[config.mk]
export PLATFORM = sky130hd
export DESIGN_NAME = srt_div_scheduler
export DESIGN_NICKNAME = d
export VERILOG_FILES = /design/src/rtl/srt_div_scheduler.sv
export SDC_FILE = /design/constraint.sdc
export NUM_CORES = 1
export LEC_CHECK = 0
export CAP_MARGIN = 20
export CELL_PAD_IN_SITES_DETAIL_PLACEMENT = 0
export CELL_PAD_IN_SITES_GLOBAL_PLACEMENT = 1
export CORE_MARGIN = 8
export CORE_UTILIZATION = 29
export DETAILED_ROUTE_END_ITERATION = 8
export PLACE_DENSITY = 0.93
export SYNTH_ARGS = -nofsm -noshare
export SYNTH_HDL_FRONTEND = slang
export SYNTH_SLANG_ARGS = --single-unit
[constraint.sdc]
create_clock -name clk_i -period 5.97 [get_ports clk_i]
set_clock_uncertainty 0.05 [all_clocks]
set_input_delay 1.194 -clock clk_i [delete_from_list [all_inputs] [get_ports clk_i]]
set_output_delay 1.194 -clock clk_i [all_outputs]
set_load 0.02 [all_outputs]
[src/rtl/srt_div_scheduler.sv]
// Round-robin scheduler for one shared FP32 SRT radix-4 divider; a response is valid ITER+2 cycles after the accept cycle
// and is held in DONE while resp_ready_i is low. `SRT_SCHED_SPECIAL_EN` enables the IEEE special-operand bypass.
module srt_div_scheduler #(
  parameter int NUM_REQ = 4,
  parameter int ITER    = 13,
  parameter int IDW     = (NUM_REQ > 1) ? $clog2(NUM_REQ) : 1
) (
  input  logic                  clk_i,
  input  logic                  rst_i,
  input  logic [NUM_REQ-1:0]    req_valid_i,
  output logic [NUM_REQ-1:0]    req_ready_o,
  input  logic [NUM_REQ*32-1:0] req_dividend_i,
  input  logic [NUM_REQ*32-1:0] req_divisor_i,
  output logic                  div_load_o,
  output logic [31:0]           div_dividend_o,
  output logic [31:0]           div_divisor_o,
  input  logic [31:0]           div_quotient_i,
  output logic                  resp_valid_o,
  input  logic                  resp_ready_i,
  output logic [31:0]           resp_quotient_o,
  output logic [IDW-1:0]        resp_id_o,
  output logic                  busy_o
);
  localparam int CW = (ITER > 1) ? $clog2(ITER) : 1;
  localparam logic [CW-1:0] CNT_LAST = CW'(ITER - 1);

  typedef enum logic [1:0] {S_IDLE, S_LOAD, S_ITERATE, S_DONE} state_t;

  state_t         state_q, state_d;
  logic [IDW-1:0] rr_ptr_q, rr_ptr_d;
  logic [CW-1:0]  cnt_q, cnt_d;
  logic [31:0]    dividend_q, dividend_d;
  logic [31:0]    divisor_q, divisor_d;
  logic [31:0]    quot_q, quot_d;
  logic [IDW-1:0] id_q, id_d;

  logic           gnt_found;
  logic [IDW-1:0] gnt_id;
  logic [IDW-1:0] scan_idx;
  logic [31:0]    gnt_a, gnt_b;
  logic           sp_hit;
  logic [31:0]    sp_res;

  // First valid requester at or after rr_ptr_q, wrapping around.
  always_comb begin
    gnt_found = 1'b0;
    gnt_id    = '0;
    scan_idx  = '0;
    for (int i = 0; i < NUM_REQ; i++) begin
      scan_idx = IDW'((int'(rr_ptr_q) + i) % NUM_REQ);
      if (!gnt_found && req_valid_i[scan_idx]) begin
        gnt_found = 1'b1;
        gnt_id    = scan_idx;
      end
    end
  end

  assign gnt_a = req_dividend_i[{gnt_id, 5'b00000} +: 32];
  assign gnt_b = req_divisor_i[{gnt_id, 5'b00000} +: 32];

`ifdef SRT_SCHED_SPECIAL_EN
  logic a_nan, a_inf, a_zero, b_nan, b_inf, b_zero, res_sign;

  assign a_nan    = (&gnt_a[30:23]) && (|gnt_a[22:0]);
  assign a_inf    = (&gnt_a[30:23]) && !(|gnt_a[22:0]);
  assign a_zero   = ~|gnt_a[30:0];
  assign b_nan    = (&gnt_b[30:23]) && (|gnt_b[22:0]);
  assign b_inf    = (&gnt_b[30:23]) && !(|gnt_b[22:0]);
  assign b_zero   = ~|gnt_b[30:0];
  assign res_sign = gnt_a[31] ^ gnt_b[31];

  // Denormals count as finite nonzero and go through the divider.
  always_comb begin
    sp_hit = 1'b1;
    sp_res = '0;
    if (a_nan || b_nan || (a_zero && b_zero) || (a_inf && b_inf)) begin
      sp_res = 32'h7FC0_0000;
    end else if (b_zero || a_inf) begin
      sp_res = {res_sign, 8'hFF, 23'h0};
    end else if (a_zero || b_inf) begin
      sp_res = {res_sign, 31'h0};
    end else begin
      sp_hit = 1'b0;
    end
  end
`else
  assign sp_hit = 1'b0;
  assign sp_res = '0;
`endif

  always_comb begin
    state_d      = state_q;
    rr_ptr_d     = rr_ptr_q;
    cnt_d        = cnt_q;
    dividend_d   = dividend_q;
    divisor_d    = divisor_q;
    quot_d       = quot_q;
    id_d         = id_q;
    req_ready_o  = '0;
    div_load_o   = 1'b0;
    resp_valid_o = 1'b0;
    busy_o       = 1'b1;
    unique case (state_q)
      S_IDLE: begin
        busy_o = 1'b0;
        if (gnt_found) begin
          req_ready_o[gnt_id] = 1'b1;
          dividend_d = gnt_a;
          divisor_d  = gnt_b;
          id_d       = gnt_id;
          rr_ptr_d   = (gnt_id == IDW'(NUM_REQ - 1)) ? '0 : gnt_id + 1'b1;
          if (sp_hit) begin
            quot_d  = sp_res;
            state_d = S_DONE;
          end else begin
            state_d = S_LOAD;
          end
        end
      end
      S_LOAD: begin
        div_load_o = 1'b1;
        cnt_d      = '0;
        state_d    = S_ITERATE;
      end
      S_ITERATE: begin
        // Hold the counter at its last value so it cannot wrap when ITER is a power of two.
        if (cnt_q == CNT_LAST) begin
          quot_d  = div_quotient_i;
          state_d = S_DONE;
        end else begin
          cnt_d = cnt_q + 1'b1;
        end
      end
      S_DONE: begin
        resp_valid_o = 1'b1;
        if (resp_ready_i) begin
          state_d = S_IDLE;
        end
      end
      default: state_d = S_IDLE;
    endcase
  end

  always_ff @(posedge clk_i) begin
    if (rst_i) begin
      state_q    <= S_IDLE;
      rr_ptr_q   <= '0;
      cnt_q      <= '0;
      dividend_q <= '0;
      divisor_q  <= '0;
      quot_q     <= '0;
      id_q       <= '0;
    end else begin
      state_q    <= state_d;
      rr_ptr_q   <= rr_ptr_d;
      cnt_q      <= cnt_d;
      dividend_q <= dividend_d;
      divisor_q  <= divisor_d;
      quot_q     <= quot_d;
      id_q       <= id_d;
    end
  end

  assign div_dividend_o  = dividend_q;
  assign div_divisor_o   = divisor_q;
  assign resp_quotient_o = quot_q;
  assign resp_id_o       = id_q;

endmodule

=== Yosys cells after proc, flatten, opt, wreduce, memory -nomap -nowiden ===
Index checks and enable logic that the tools add are counted.

* Flip-flop bits (word level): 106
* Bits in latches: 0
* Bits in writable memories: 0
* Bits in read-only memories: 0
* Input bits: 295
* Output and inout bits: 105
* Logic and storage cells: 72
* Memories kept: 0

* Add/subtract/negate cells: 5
* Multipliers: 0
* Divide/modulo/power cells: 0
* Magnitude comparators: 6
* Eq/ne operators: 9
* Shift-type cells: 2
* Multiplexer cells: 30
* Bitwise logic cells: 0
* Reductions and logical operators: 13

{| class="wikitable"
|+ Operators by type and width
! kind !! number
|-
| $shiftx 128x8->32 || 2
|-
| $mux 2 || 8
|-
| $lt 2x3->1 const B || 5
|-
| $mux 1 || 12
|-
| $mux 4 || 3
|-
| $bmux 1 s2 || 4
|-
| $ne 2x2->1 const B || 4
|-
| $pmux 2 s4 || 1
|-
| $pmux 4 s2 || 1
|-
| $eq 2x2->1 const B || 3
|-
| $reduce_and 2->1 || 3
|-
| $add 2x1->2 const B || 2
|-
| $add 2x2->2 const B || 2
|-
| $add 4x1->4 const B || 1
|-
| $eq 4x4->1 const B || 1
|-
| $logic_and 1x1->1 || 4
|-
| $logic_not 1->1 || 3
|-
| $reduce_and 3->1 || 1
|-
| $demux 1 s2 || 1
|-
| $eq 2x1->1 const B || 1
|-
| $ge 2x1->1 const B || 1
|-
| $logic_not 2->1 || 1
|-
| $reduce_bool 2->1 || 1
|}

=== Longest topological paths before layout ===
Gate-level depths: netlist (run 1).

* Depth after elaboration: 18
* Mapped depth: 9
* Gate-level depth less buffers: 7

=== Worst setup path before layout (run 1) ===
Ideal clock, no wire load.

* Kind: input -> output
* Start point: input port req_valid_i[0]
* End point: output port req_ready_o[3]
* Arrival time: 2.686 ns
* Data required time: 4.726 ns
* Setup slack: 2.040 ns
* Stages: 8
* Buffers on the path: 3
* Cells stage by stage: nor2b_1 or4_4 buf_6 buf_6 clkbuf_2 nand2_2 ha_1 and2_1

* Word-level cells in the longest chain between the ends: 18
* Elaborated cells on any way between the ends: 29
* Those cells by class: order compare: 2; mux: 20; reduce/logical: 7

{| class="wikitable"
|+ RTL lines
! item !! line !! text
|-
| start, declared || 10 || <nowiki>input logic [NUM_REQ-1:0] req_valid_i,</nowiki>
|-
| $bmux 1 s2 || 51 || <nowiki>if (!gnt_found && req_valid_i[scan_idx]) begin</nowiki>
|-
| $mux 1 (not written as such) || 51 ||
|-
| $mux 1 || 51 ||
|-
| $logic_not 1->1 || 51 ||
|-
| $logic_and 1x1->1 || 51 ||
|-
| $mux 1 || 51 ||
|-
| $logic_not 1->1 || 51 ||
|-
| $logic_and 1x1->1 || 51 ||
|-
| (+2 left out) || - ||
|-
| $logic_and 1x1->1 || 51 ||
|-
| $mux 2 || 51 ||
|-
| $lt 2x3->1 (not written as such) / $ge 2x1->1 (equally long branches) || 107 || <nowiki>req_ready_o[gnt_id] = 1'b1;</nowiki>
|-
| $logic_and 1x1->1 (not written as such) || 107 ||
|-
| $mux 1 (not written as such) || 107 ||
|-
| $demux 1 s2 || 107 ||
|-
| $mux 4 (*) || 106 || <nowiki>if (gnt_found) begin</nowiki>
|-
| $mux 4 (*) || 103 || <nowiki>unique case (state_q)</nowiki>
|-
| end, declared || 11 || <nowiki>output logic [NUM_REQ-1:0] req_ready_o,</nowiki>
|}

Every way passes the cells marked *; elsewhere a longest branch is shown, timed or not. The select of a mux whose other input is x is not followed.

=== Worst setup path after layout (run 1) ===
Ends and elaborated chain as after synthesis.

==> results of run 1 <==
## state kept, by name (all words and copies together), names as in the netlist
| signal | flops |
|---|---|
| resp_id_o | 2 |
| cnt_q | 4 |
| div_dividend_o | 32 |
| resp_quotient_o | 32 |
| rr_ptr_q | 2 |
| div_divisor_o | 32 |
| state_q | 2 |
## cells in the final DEF, fill, tap and decap left out, types with 2 or more instances in the layout
master             n
clkdlybuf4s50_1  398
and3_1           189
a221oi_1           2
nand2b_1           3
diode_2            2
mux2i_1            3
nand2_1           71
nor2_1            13
a21oi_1           99
nand3_1            4
clkinv_8           3
and2_1            65
buf_4             10
inv_1              9
inv_6              3
o32ai_1           63
ha_1               7
clkbuf_16          9
nand4_1            2
o21ai_0           63
nor2b_1            2
a21boi_0          93
dfxtp_1          106
a311oi_1           2
a21boi_1          33
## final timing paths
kind / from / to / slack, ps
max: req_valid_i[0] / req_ready_o[3] / 1010
max reg2reg: state_q[0] / div_divisor_o[3] / 3080
min: resp_quotient_o[2] / resp_quotient_o[2] / 410
min reg2reg: resp_quotient_o[2] / resp_quotient_o[2] / 410
## worst max-delay path: cells and delay by family
| kind | cells | cell delay (ps) |
|---|---|---|
| adders and majority gates | 1 | 150 |
| and+or+nand+nor | 4 | 1310 |
| buffers and inverters | 2 | 1050 |
## power groups by stage
stage | Sequential, mW | Clock, mW | Combinational [mW]
after global placement | 1.03 | 0 | 2.29
final | 1.03 | 0.628 | 2.30
after detailed placement | 1.05 | 0 | 2.31
after global routing | 1.06 | 0.678 | 2.52
after CTS | 1.03 | 0.654 | 2.32
after floorplan | 1.24 | 0 | 1.21
## metrics by stage
step	util (%)	cells
after floorplan	-	955
after global placement	46.25	1582
after detailed placement	46.25	1582
after CTS	47.52	1598
after global routing	47.54	1600
final	47.54	1600
## per-layer routing
| metal | vias up | routed length, um |
|---|---|---|
| met1 | 3860 | 12680 |
| met3 | 27 | 2980 |
| met5 | - | 0 |
| li1 | 4130 | - |
| met2 | 295 | 14580 |
| met4 | 0 | 537 |
## cell families (layout without fill, tap and decap cells)
group / count (synthesis) / in the layout / synth area share, %
multiplexers: 4 / 4 / 0.5744
adder cells (fa/ha/maj): 7 / 7 / 1.218
AO/OA/AOI/OAI: 365 / 365 / 33.70
buffers and inverters: 116 / 435 / 6.910
other: 0 / 2 / 0
AND/OR/NAND/NOR: 357 / 357 / 28.08
flip-flops: 106 / 106 / 29.52
## area by class of cell
cell class / instances / share of cell area, %
well taps: 324 / 3.506
clock buffers: 9 / 1.948
flip-flops and latches: 106 / 18.35
multi-input cells: 733 / 39.82
repair buffers: 409 / 35.28
inverters: 10 / 0.3246
clock inverters: 7 / 0.7250
diodes: 2 / 0.04329
==> results.yml, run 1 <==
outcome:
  status: "complete, no violations"
timing:
  period_needed_ps: 4964
  tns_ps: 0
  slew_viol_final: 0
  max_freq_mhz: 201.4
  maxSlewHeadroom_pct: 31.53
  hold_viol_final: 0
  grt_setup_unrepaired: "false"
  fin_crit_sh_pct: 83.15
  worst_pin_slew_ps: 1027
  setup_viol: 0
  fin_hold_ws_ps: 405.8
  setup_slack_ps: 1006
logic_synthesis:
  syn_inst: 955
  synth_top_area_cell: "dfxtp_1"
  synth.avg_cell_area_um2: 7.527
  ys_seq_elements: 106
  synth_seq_area_share_pct: 29.52
  ys_types: 38
  synth_area_leaders: "dfxtp_1 30%, and3_1 17%, a21boi_0 9.7%, o32ai_1 7.7%, a21oi_1 7.0%"
  synth_ff_type: "dfxtp_1"
  yosys-top-cells-count: "190 x and3_1, 106 x dfxtp_1, 100 x a21oi_1, 93 x a21boi_0, 91 x clkbuf_1"
  synth.cell_area_mm2: 0.007188
  synth_top_cell_area_share_pct: 29.52
  synth_edf_count: 0
  synthArstFlopShare_pct: 0
  synth_fp_nets: 1257
  yosys_warnings: 0
  yosysMostFrequentCell: "and3_1"
drt:
  drtPass1Iterations: 5
  wl_per_cell_um: 19.23
  drtIter0Drc: 574
  vias: 8312
  viasPerCell: 5.195
  remaining_drc_errors: 0
  antenna_left: 0
  drt_wl_total_um: 30780
clock_tree:
  cts_tree: "done"
  ctsHoldBuffers: 0
  cts_resized: 0
  path_clk_slew_ps: 80
  htree_levels: 3
  cts_sinks: 106
  clockRootBuffer: "clkbuf_16"
  post-cts-setup-buffer-count: 0
  cts_inserted_buffers: 9
  clk_latency_ps: 360
  clock_path_buffers: 2
die:
  die-area_mm2: 0.03008
  core_mm2: 0.02432
  initial_core_util_pct: 29.56
  fp.dieW_um: 173.4
  fp.dieH_um: 173.4
  num_rows: 57
  io_pins: 400
grt:
  met3_usage_pct: 7.340
  grt_pass1_wl_um: 47950
  antenna_found_initial: 2
  grtUsageMet1_pct: 22.72
  top_usage_layer: "met2"
  grt_pass1_vias: 8433
  grt_usage_pct: 19.50
  grt_max_degree: 253
  grt_util_met2_pct: 32.94
  grt.overflow.total: 0
cells_and_area:
  area_growth_pct: 60.85
  final_nets: 1571
  num-fill-cells: 2381
  multi_input_area_mm2: 0.004604
  seq_area_mm2: 0.002122
  final_cell_area_mm2: 0.01156
  drive_gt1_share_pct: 2.904
power_and_ir_drop:
  switching_share_pct: 43.83
  p_int_mw: 2.221
  clkPwrFrac_pct: 15.9
  cellPowerDensity_mw_per_mm2: 341.9
  p_switching_mw: 1.733
  ir_drop_mv: 0.2620
  power_frac_comb_pct: 58.1
  p_leak_nw: 4.534
  p_seq_share_pct: 26.1
  power_mw: 3.954
setup_path:
  path_class: "in -> out"
  cp_cell_sequence: "clkdlybuf4s50_1 > nor2b_1 > or4_4 > nand2_2 > ha_1 > and2_1 > clkdlybuf4s50_1"
  end_kind: "primary output"
  ff2ff_path_depth: 8
  required_ps: 4730
  cp_slowest_cell: "or4_4"
  cpMostUsedCell: "clkdlybuf4s50_1"
  crit_path_start_kind: "input pin"
  arrival_ps: 3720
  max_stage_delay_ps: 800
  crit_fanout: 64
placed_design:
  globalplace.congestion: 0.8464
  placed_area_mm2: 0.01125
  hpwlAfterDp_um: 21820
  place_ws_ps: 1007
  port_buffers: 399
flow_run:
  drv_cap: 0
hold_path:
  min_path_type: "reg -> reg"
  holdPathStages: 2
Power figures use the tool's default switching activity.
==> inputs of run 2 (changes only) <==
Settings changed: CORE_UTILIZATION 29 to 24, PLACE_DENSITY 0.93 to 0.82.
Clock period 5.97 ns to 4 ns, I/O delays scaled along.
==> results.yml, run 2 (synthesis gave the netlist of run 1 again) <==
die:
  fp.dieW_um: 189.1
  num_rows: 63
  initial_core_util_pct: 24.32
  die-area_mm2: 0.03574
  io_pins: 400
  fp.dieH_um: 189.1
  core_mm2: 0.02956
setup_path:
  max_stage_delay_ps: 600
  cp_slowest_cell: "clkdlybuf4s50_1"
  arrival_ps: 3010
  required_ps: 3150
  cp_cell_sequence: "clkdlybuf4s50_1 > nor2b_1 > a221o_1 > nand2_1 > inv_1 > ha_1 > and2_1 > clkdlybuf4s50_1"
  crit_fanout: 4
  regToRegSetupSlack_ps: 1270
  cpMostUsedCell: "clkdlybuf4s50_1"
  path_class: "in -> out"
  end_kind: "primary output"
  crit_path_start_kind: "input pin"
drt:
  remaining_drc_errors: 0
  drtIter0Drc: 353
  drt_wl_total_um: 32400
  viasPerCell: 5.016
  drtPass1Iterations: 4
  antenna_left: 0
  wl_per_cell_um: 19.40
  vias: 8376
timing:
  period_needed_ps: 3859
  fin_crit_sh_pct: 96.47
  hold_viol_final: 0
  slew_viol_final: 0
  setup_viol: 0
  maxSlewHeadroom_pct: 22.99
  tns_ps: 0
  max_freq_mhz: 259.1
  worst_pin_slew_ps: 1155
  grt_setup_unrepaired: "false"
cells_and_area:
  num-fill-cells: 3066
  final_cell_mix: "398 x clkdlybuf4s50_1, 189 x and3_1, 106 x dfxtp_1, 99 x a21oi_1, 93 x a21boi_0"
  drive_gt1_share_pct: 3.284
  final_nets: 1576
  final_cell_area_mm2: 0.01177
  area_growth_pct: 63.67
  utilization_pct: 39.80
  final_common_cell: "clkdlybuf4s50_1"
clock_tree:
  clk_latency_ps: 360
  clock_path_buffers: 2
  cts_resized: 0
  clockRootBuffer: "clkbuf_16"
  post-cts-setup-buffer-count: 0
  htree_levels: 3
  cts_inserted_buffers: 9
  ctsHoldBuffers: 0
  cts_tree: "done"
  cts_sinks: 106
  path_clk_slew_ps: 80
placed_design:
  hpwlAfterDp_um: 23100
  port_buffers: 399
  globalplace.congestion: 0.7956
  placed_area_mm2: 0.01143
grt:
  grt_util_met2_pct: 28.49
  grt_pass1_wl_um: 48970
  grt.overflow.total: 0
  grtUsageMet1_pct: 20.11
  grt_max_degree: 253
  antenna_found_initial: 4
  grt_usage_pct: 17.09
  grt_pass1_vias: 8317
  met3_usage_pct: 6.733
  top_usage_layer: "met2"
power_and_ir_drop:
  ir_drop_mv: 0.5320
  p_leak_nw: 4.592
  cellPowerDensity_mw_per_mm2: 520.4
hold_path:
  min_path_type: "reg -> reg"
outcome:
  status: "complete, no violations"
flow_run:
  drv_cap: 0
[run 2: cell types whose count changed in the layout (fill, tap and decap cells not counted)]
cell       delta
buf_12        +5
diode_2       -1
inv_6         -1
bufinv_16     +2
clkinv_4      +1
inv_8         +1
clkinv_8      -3
[run 2: area by class of cell]
class	instances	area, um2	area share, %
timing repair buffer	414	4179	35.52
clock buffer	9	225.2	1.914
antenna	1	2.502	0.02127
sequential	106	2122	18.04
tap	390	488.0	4.148
clock inverter	7	106.4	0.9040
inverter	10	37.54	0.3190
multi-input combinational	733	4604	39.14
[run 2: report_power, final]
part           leakage, nW  total [mW]  internal (mW)  switching, mW
clock                0.163        1.04          0.562          0.475
sequential           0.865        1.54           1.34          0.196
combinational         3.56        3.54           1.60           1.95
total                 4.59        6.12           3.50           2.62
[run 2: through the flow]
step	power (mW)	std cells	hold slack [ps]	setup WS (ps)
6_report	6.122	1670	405.2	141.1
5_1_grt	6.559	1670	426.6	48.62
4_1_cts	6.213	1669	407.9	130.7
3_5_place_dp	5.141	1653	396.9	136.4
3_3_place_gp	5.092	1653	390.7	171.6
2_1_floorplan	3.651	955	441.2	857.8
[run 2: worst paths after layout]
check / start / to / depth (start not counted)
worst max-delay path: req_valid_i[2] / req_ready_o[3] / 8
worst min register to register: resp_quotient_o[29] / resp_quotient_o[29] / 2
worst max register to register: rr_ptr_q[0] / div_dividend_o[6] / 6
worst min-delay path: resp_quotient_o[29] / resp_quotient_o[29] / 2
[run 2: worst max-delay path: cells and delay by family]
family	cells	cell delay, ps
buf+inv	3	1270
simple gates	3	490
compound gates	1	270
fa+ha+maj	1	160
[run 2: routing by layer]
layer	share of wire, %	vias up
li1	-	4132
met1	42	3910
met2	46	292
met3	9.5	36
met4	2.0	6
met5	0.11	-
==> inputs of run 3 (changes only) <==
Settings changed: REMOVE_ABC_BUFFERS from default to 1.
==> results.yml, run 3 (synthesis gave the netlist of run 1 again) <==
clock_tree:
  htree_levels: 3
  cts_tree: "done"
  ctsHoldBuffers: 0
  post-cts-setup-buffer-count: 0
  cts_inserted_buffers: 9
  clock_path_buffers: 2
  path_clk_slew_ps: 90
  clockRootBuffer: "clkbuf_16"
  cts_resized: 0
  clk_latency_ps: 360
  cts_sinks: 106
timing:
  max_freq_mhz: 260.2
  fin_crit_sh_pct: 96.09
  slew_viol_final: 0
  maxSlewHeadroom_pct: 32.83
  grt_setup_unrepaired: "false"
  hold_viol_final: 0
  period_needed_ps: 3844
  setup_viol: 0
  worst_pin_slew_ps: 1008
cells_and_area:
  final_common_cell: "clkdlybuf4s50_1"
  drive_gt1_share_pct: 3.054
  multi_input_area_mm2: 0.004604
  utilization_pct: 39.61
  seq_area_mm2: 0.002122
  num-fill-cells: 3018
  final_nets: 1574
  area_growth_pct: 62.91
  final_cell_area_mm2: 0.01171
  final_cell_mix: "398 x clkdlybuf4s50_1, 189 x and3_1, 106 x dfxtp_1, 99 x a21oi_1, 93 x a21boi_0"
setup_path:
  path_class: "in -> out"
  r2r_start: "rr_ptr_q[1]"
  ff2ff_path_depth: 6
  end_kind: "primary output"
  crit_path_start_kind: "input pin"
  r2r_end: "div_dividend_o[3]"
  arrival_ps: 2990
  cp_cell_sequence: "clkdlybuf4s50_1 > nor2b_1 > or4_4 > nand2_2 > ha_1 > and2_1 > clkdlybuf4s50_1"
  cpMostUsedCell: "clkdlybuf4s50_1"
  max_stage_delay_ps: 600
  cp_slowest_cell: "clkdlybuf4s50_1"
  regToRegSetupSlack_ps: 1440
  required_ps: 3150
  crit_fanout: 4
drt:
  antenna_left: 0
  drtIter0Drc: 357
  wl_per_cell_um: 18.94
  drt_wl_total_um: 31630
  drtPass1Iterations: 4
  remaining_drc_errors: 0
  viasPerCell: 5.024
  vias: 8390
die:
  core_mm2: 0.02956
  io_pins: 400
  die-area_mm2: 0.03574
  fp.dieW_um: 189.1
  num_rows: 63
  initial_core_util_pct: 24.32
  fp.dieH_um: 189.1
hold_path:
  min_path_type: "reg -> reg"
  worstHoldStart: "resp_quotient_o[25]"
  holdPathStages: 2
  holdPathEnd: "resp_quotient_o[25]"
placed_design:
  port_buffers: 399
  hpwlAfterDp_um: 22150
  globalplace.congestion: 0.7944
  placed_area_mm2: 0.01142
grt:
  grt_max_degree: 160
  grt_usage_pct: 16.54
  grt_pass1_vias: 8586
  grt_pass1_wl_um: 48180
  antenna_found_initial: 4
  grt.overflow.total: 0
power_and_ir_drop:
  ir_drop_mv: 0.2801
  power_mw: 5.985
  p_leak_nw: 4.564
  cellPowerDensity_mw_per_mm2: 511.1
flow_run:
  drv_cap: 0
outcome:
  status: "complete, no violations"
==> run 3: cell count changes in the layout (fill, tap and decap cells not counted), sizes merged <==
cell    before  now
diode        1    3
buf         16   14
clkinv       2    3
clkbuf       9   10
bufinv       2    0
==> run 3: per-stage QoR <==
stage,hold WS [ps],std cells,setup WS [ps],TNS [ps]
global route,430.3,1668,69.56,0
floorplan,435.1,849,-2165,-115670
global placement,390.8,1651,190.7,0
finish,407.4,1670,156.3,0
CTS,410.6,1667,145.3,0
detailed placement,397.9,1651,154.9,0
==> run 3: where the power goes <==
part           internal [mW]  switching [mW]
Combinational           1.58            1.94
Sequential              1.34           0.193
Clock                  0.440           0.481
Total                   3.37            2.62
==> run 3: area by class of cell <==
class                           instances  area share, %
Antenna cell                            3        0.06411
Clock buffer                           10          1.955
Sequential cell                       106          18.12
Multi-Input combinational cell        733          39.32
Timing Repair Buffer                  412          35.56
Inverter                               10         0.3205
Tap cell                              390          4.167
Clock inverter                          6         0.4915
==> run 3: routing by layer <==
layer	up-vias	track usage (%)	wire, um
met1	3923	19.39	13280
met2	319	27.09	14170
met5	-	0	0
met4	0	3.939	543
met3	29	7.634	3637
li1	4119	-	-
==> run 3: worst max-delay path, delay by kind of cell <==
family | cells | cell delay [ps]
fa+ha+maj | 1 | 150
simple gates | 4 | 970
buf+inv | 2 | 1070
==> run 3: how the worst max path moves through the flow <==
stage	from	endpoint	depth (start not counted)
after floorplan	req_valid_i[3]	req_ready_o[3]	5
final	req_valid_i[0]	req_ready_o[3]	7
after CTS	req_valid_i[0]	req_ready_o[3]	7
after global placement	req_valid_i[0]	req_ready_o[3]	7
after global routing	req_valid_i[0]	req_ready_o[3]	7
after detailed placement	req_valid_i[0]	req_ready_o[3]	7
